### src/rtl/pc_fetch_ctrl.sv
// rtl/pc_fetch_ctrl.sv - instruction fetch controller: PC register, single-outstanding imem fetch, decode handoff
module pc_fetch_ctrl #(
    parameter logic [31:0] RESET_PC = 32'h00008000
) (
    input  logic        clk,
    input  logic        rstn,
    input  logic        csr_redirect,
    input  logic [31:0] csr_pc,
    input  logic        jump_redirect,
    input  logic [31:0] jump_addr,
    output logic        imem_req_valid,
    output logic [31:0] imem_req_addr,
    input  logic        imem_req_ready,
    input  logic        imem_resp_valid,
    input  logic [31:0] imem_resp_data,
    output logic        inst_valid,
    output logic [31:0] inst,
    output logic [31:0] inst_pc,
    input  logic        inst_ready,
    output logic [31:0] fetch_pc
);

    typedef enum logic [2:0] {
        IDLE  = 3'd0,
        REQ   = 3'd1,
        WAIT  = 3'd2,
        HOLD  = 3'd3,
        DRAIN = 3'd4
    } state_t;

    state_t      state;
    state_t      state_nxt;
    logic [31:0] pc;
    logic [31:0] pc_nxt;
    logic [31:0] pc_plus4;
    logic [31:0] inst_nxt;
    logic [31:0] inst_pc_nxt;
    logic        inst_valid_nxt;
    logic        redirect;
    logic [31:0] target;

    // CSR (trap/xRET) redirects take priority over resolved branches.
    assign redirect = csr_redirect | jump_redirect;
    assign target   = csr_redirect ? csr_pc : jump_addr;
    assign pc_plus4 = pc + 32'd4;

    assign imem_req_valid = (state == REQ) & ~redirect & rstn;
    assign imem_req_addr  = pc;
    assign fetch_pc       = pc;

    always_ff @(posedge clk) begin
        if (!rstn) begin
            state      <= IDLE;
            pc         <= RESET_PC;
            inst_valid <= 1'b0;
            inst       <= 32'd0;
            inst_pc    <= 32'd0;
        end else begin
            state      <= state_nxt;
            pc         <= pc_nxt;
            inst_valid <= inst_valid_nxt;
            inst       <= inst_nxt;
            inst_pc    <= inst_pc_nxt;
        end
    end

    always_comb begin
        state_nxt      = state;
        pc_nxt         = pc;
        inst_nxt       = inst;
        inst_pc_nxt    = inst_pc;
        inst_valid_nxt = inst_valid;
        case (state)
            IDLE: begin
                state_nxt = REQ;
                if (redirect) pc_nxt = target;
            end
            REQ: begin
                if (redirect) begin
                    pc_nxt = target;
                end else if (imem_req_valid && imem_req_ready) begin
                    state_nxt = WAIT;
                end
            end
            WAIT: begin
                // A redirect with no response yet must still swallow the in-flight reply.
                if (redirect) begin
                    pc_nxt    = target;
                    state_nxt = imem_resp_valid ? REQ : DRAIN;
                end else if (imem_resp_valid) begin
                    inst_nxt       = imem_resp_data;
                    inst_pc_nxt    = pc;
                    pc_nxt         = pc_plus4;
                    inst_valid_nxt = 1'b1;
                    state_nxt      = HOLD;
                end
            end
            HOLD: begin
                if (redirect) begin
                    pc_nxt         = target;
                    inst_valid_nxt = 1'b0;
                    state_nxt      = REQ;
                end else if (inst_ready) begin
                    inst_valid_nxt = 1'b0;
                    state_nxt      = REQ;
                end
            end
            DRAIN: begin
                if (redirect) pc_nxt = target;
                if (imem_resp_valid) state_nxt = REQ;
            end
            default: begin
                state_nxt      = IDLE;
                inst_valid_nxt = 1'b0;
            end
        endcase
    end

endmodule

### config.mk
export PLATFORM = sky130hd
export DESIGN_NAME = pc_fetch_ctrl
export DESIGN_NICKNAME = d
export VERILOG_FILES = /design/src/rtl/pc_fetch_ctrl.sv
export SDC_FILE = /design/constraint.sdc
export NUM_CORES = 1
export LEC_CHECK = 0
export CAP_MARGIN = 20
export CORE_MARGIN = 2
export CORE_UTILIZATION = 47
export CTS_BUF_LIST = sky130_fd_sc_hd__clkbuf_8
export CTS_CLUSTER_SIZE = 25
export DETAILED_ROUTE_END_ITERATION = 6
export HOLD_SLACK_MARGIN = 0.06
export PLACE_DENSITY = 0.95
export SLEW_MARGIN = 20
export SYNTH_ARGS = -nofsm -noshare
export SYNTH_HDL_FRONTEND = slang
export SYNTH_SLANG_ARGS = --single-unit
### constraint.sdc
create_clock -name clk -period 5.35 [get_ports clk]
set_input_delay 0.535 -clock clk [delete_from_list [all_inputs] [get_ports clk]]
set_output_delay 0.535 -clock clk [all_outputs]
set_load 0.02 [all_outputs]
**Word level (Yosys, flattened, before mapping)**

Index checks and enable logic that the tools add are counted.

- Bits in registers: 100
- Bits of input ports: 103
- Output and inout port bits: 130
- Word-level logic and storage cells: 51

- $add $sub $neg: 1
- Eq/ne operators: 12
- Muxes and demuxes: 19
- Bitwise gates (word level): 5
- Reductions and logical operators: 9

Operators with widths:

| cell | count |
|---|---|
| 2-to-1 mux 32 bit | 4 |
| case mux 32 bit (2 select lines) | 1 |
| adder 32 x 3 -> 32 bit, second input constant | 1 |
| 2-to-1 mux 3 bit | 8 |
| case mux 3 bit (5 select lines) | 1 |
| inequality test 2 bit, second input constant | 4 |
| equality test 3 x 2 -> 1 bit, second input constant | 2 |
| inequality test 3 bit, second input constant | 2 |
| AND reduction 3 bit | 2 |
| AND reduction 5 bit | 1 |
| 2-to-1 mux 1 bit | 4 |
| inequality test 2 x 1 -> 1 bit, second input constant | 2 |
| AND reduction 4 bit | 1 |
| OR reduction 4 bit | 1 |
| equality test 3 x 1 -> 1 bit, second input constant | 1 |
| equality test 3 bit, second input constant | 1 |
| zero test 3 bit | 1 |
| case mux 1 bit (3 select lines) | 1 |
| OR reduction 3 bit | 1 |
| bitwise AND 1 bit | 2 |
| NOT 1 bit | 2 |
| nonzero test 2 bit | 1 |
| logical AND 1 bit | 1 |
| bitwise OR 1 bit | 1 |

**Longest topological paths before layout**

- Depth in word-level cells: 8
- Depth in mapped cells: 8

**Least setup slack after synthesis**

OpenSTA, ideal clock, no wires.

- Kind: input -> output
- From: input port csr_redirect
- To: output port imem_req_valid
- Data arrival time: 1736 ps
- Data required time: 4815 ps
- Slack: 3079 ps
- Cell stages on the path: 3
- Path buffers: 1
- Cells stage by stage: clkbuf_1 -> or3b_2 -> nor3b_1

- Cells in the longest elaborated chain, start to end: 4

Ends and longest elaborated chain:

| element | RTL line | text |
|---|---|---|
| start: declaration | 7 | `input logic csr_redirect,` |
| bitwise OR 1 bit | 43 | `assign redirect = csr_redirect \| jump_redirect;` |
| NOT 1 bit (no line) | n/a |  |
| bitwise AND 1 bit (2 in a row) | 47 | `assign imem_req_valid = (state == REQ) & ~redirect & rstn;` |
| end: declaration | 11 | `output logic imem_req_valid,` |

No other way between the ends.

**Final worst setup path**

- From: input port rstn
- To: output port imem_req_valid

- Cells in the longest elaborated chain, start to end: 1

Ends and longest elaborated chain:

| element | RTL line | text |
|---|---|---|
| start: declaration | 6 | `input logic rstn,` |
| bitwise AND 1 bit | 47 |  |

No other way between the ends.

==> flow_summary.json <==
{
  "r2r-end": "fetch_pc[31]$_SDFFE_PN0P_",
  "instances_no_fill": 956,
  "diodes": 0,
  "first_pass_iters": 5,
  "syn_to_final_growth_pct": 44.4,
  "crit_arrival_ps": 2620,
  "worst_pin_slew_ps": 997,
  "grt_max_degree": 78,
  "finClkSkew_ps": 10.9,
  "relSlewSlack": 0.335,
  "antenna_found_initial": 0,
  "insertion_delay_ps": 370,
  "whs_endpoint": "inst[26]$_SDFFE_PN0P_",
  "synth-simple-area-share": 0.249,
  "finalSetupViolCount": 0,
  "p_leak_uw": 0.00261,
  "crit_family": "buffers and inverters",
  "syn_inst": 642,
  "num_vias": 5336,
  "fin_crit_sh": 0.590,
  "slowest_stage": "clkdlybuf4s50_1",
  "worstPathCellList": "buf_2 -> buf_4 -> or3b_2 -> nor3b_1 -> clkdlybuf4s50_1",
  "report.final.slew_viol_count": 0,
  "rsz0062_at_grt": "no",
  "fp.dieArea_sq_um": 11700,
  "finalCoreUtilization": 0.688,
  "cp-end-kind": "primary output",
  "path_depth": 5,
  "dieHeight_um": 108,
  "drive_gt1_frac": 0.0588,
  "seqCellArea_sq_um": 2000,
  "startpoint_type": "input pin",
  "htreeDepth": 3,
  "die_w_um": 108,
  "ys_seq_area_frac": 0.391,
  "rr_worst_depth": 5,
  "synth_cell_types": 61,
  "fmax_mhz": 317,
  "hold_viol": 0,
  "ios": 233,
  "cts_root_buf": "clkbuf_8",
  "synth_edf_count": 0,
  "cts_buffers": 9,
  "setup_tns_ps": 0,
  "cp_num_buf_inv": 3,
  "yosysTopAreaCellShare": 0.391,
  "timing.rr.start": "fetch_pc[5]$_SDFFE_PN0P_",
  "place_inst": 940,
  "post-synth-top-area-cell": "dfxtp_1",
  "synth_compound_area_frac": 0.200,
  "cts.repair.resized": 0,
  "first_iter_violations": 423,
  "grt_usage": 0.258,
  "ys_ff_latch": 100,
  "post_cts_buffers": 0,
  "hold_class": "register to register",
  "synth-xor-area-share": 0,
  "mostFrequentLayoutCells": "clkdlybuf4s50_1, nand2_1, dfxtp_1, a21oi_1, a21boi_0",
  "required_ps": 4820,
  "min_from": "inst[26]$_SDFFE_PN0P_",
  "yosys_warnings": 0,
  "multi_input_area_sq_um": 2680,
  "worst-setup-path-type": "input pin to primary output",
  "finalWorstPathRequiredPeriod_ps": 3160,
  "holdPathStages": 2,
  "synth_ff_type": "dfxtp_1",
  "dp_hpwl_mm": 10.9,
  "synth_fa_ha_area_frac": 0.00244,
  "layout_commonest_cell": "clkdlybuf4s50_1",
  "io_buffer_count": 232,
  "reg2reg_slack_ps": 2960,
  "p_per_area_nw_per_um2": 209,
  "clkTransAtPathRegs_ps": 90,
  "route.detailed.drc": 0,
  "syn-cell-area_sq_um": 5120,
  "max_stage_delay_ps": 650,
  "synthMuxAreaShare": 0.0675,
  "fp.coreArea_sq_um": 10700,
  "dp_slack_ps": 2190,
  "setup_ws_ps": 2190,
  "ant_nets": 0,
  "hold_buffers": 0,
  "cts_tree": "done",
  "detail_route.wl_per_cell_um": 16.3,
  "grt_pass1_wl_mm": 24.1,
  "cts_max_path_buffers": 2,
  "async_flop_share": 0,
  "hold_slack_ps": 457,
  "fillerInstances": 857,
  "peakVddDrop_uv": 122,
  "nets": 915,
  "syn_avg_cell_area_sq_um": 7.97,
  "floorplan.initialDensity": 0.476,
  "synth_top_family_by_area": "simple AND/OR/NAND/NOR gates",
  "grt_overflow_total": 0,
  "gp_congestion": 0.815,
  "critPathMaxFanout": 77,
  "status": "finished, final reports clean",
  "fp-row-count": 38,
  "syn_nets": 746,
  "cts_sinks": 100,
  "viasPerCell": 5.58,
  "grt_pass1_vias": 4927,
  "drt_wl_total_mm": 15.6,
  "cap_violations": 0,
  "synth.area.top_cells": "dfxtp_1, nand2_1, a21boi_0"
}
-- worst max path at each step --
stage / slack [ps] / from / to
2_1_floorplan: 3080 / csr_redirect / imem_req_valid
3_3_place_gp: 2310 / rstn / imem_req_valid
3_5_place_dp: 2190 / rstn / imem_req_valid
4_1_cts: 2180 / rstn / imem_req_valid
5_1_grt: 2090 / rstn / imem_req_valid
6_report: 2190 / rstn / imem_req_valid
-- flip-flops by register name, indices dropped and copies added (netlist names) --
| signal | flops |
|---|---|
| fetch_pc | 32 |
| inst | 32 |
| inst_pc | 32 |
| state | 3 |
| inst_valid | 1 |
-- cells in the mapped netlist, types with 2 or more instances --
| library cell | count |
|---|---|
| clkbuf_1 | 25 |
| mux2i_1 | 30 |
| nand3_1 | 22 |
| and4_2 | 2 |
| inv_1 | 2 |
| and3_1 | 10 |
| a211oi_1 | 5 |
| buf_2 | 18 |
| o211ai_1 | 4 |
| a21oi_1 | 45 |
| dfxtp_1 | 100 |
| o22ai_1 | 3 |
| nor3b_1 | 3 |
| o2bb2ai_1 | 2 |
| or2_2 | 2 |
| and2_1 | 8 |
| nor4_1 | 3 |
| mux2_2 | 4 |
| buf_1 | 2 |
| o31ai_1 | 2 |
| nor2b_1 | 3 |
| nor2_1 | 21 |
| buf_4 | 33 |
| a21boi_0 | 44 |
| o21ai_1 | 2 |
| nand4_1 | 7 |
| o21ai_0 | 17 |
| o311ai_0 | 2 |
| nand2_1 | 160 |
| nor3_1 | 16 |
| o211a_1 | 3 |
| a31oi_1 | 3 |
| or3_1 | 2 |
| o221a_2 | 3 |
| or4_1 | 2 |
| or3b_2 | 2 |
| a41oi_1 | 2 |
| o311ai_1 | 5 |
-- cell type report --
type / instances / area share
clock buffers: 9 / 0.0168
clock inverters: 7 / 0.00677
inverters: 3 / 0.00152
multi-input cells: 460 / 0.362
flip-flops and latches: 100 / 0.271
well taps: 140 / 0.0237
repair buffers: 237 / 0.318
-- worst register-to-register path, stage by stage, from the launching register on --
cell and delay [ps]:
dfxtp_1 570, nand4_1 320, nor4_4 570, nand4b_1 280, or4_1 520, nand3_1 90
-- power breakdown --
group	internal, uW	switching, uW
Sequential	763	42.4
Clock	172	278
Combinational	166	127
-- kinds of logic (layout without fill, tap and decap cells) --
kind of cell    count (synthesis)  after routing
simple gates                  273            273
compound gates                152            152
flops                         100            100
buf+inv                        82            256
mux                            34             34
fa+ha+maj                       1              1
-- through the flow --
step / total power, uW / instance area [sq um]
floorplan: 963 / 5120
global placement: 1110 / 7210
detailed placement: 1110 / 7210
CTS: 1550 / 7380
global route: 1610 / 7390
finish: 1550 / 7390
-- layer usage --
layer  up-vias  track usage  routed length [um]
li1       2536            -                   -
met1      2527        0.317                6250
met2       248        0.449                7800
met3        25       0.0536                1240
met4         0       0.0852                 291
met5         -            0                   0
(Power assumes the default switching activity.)
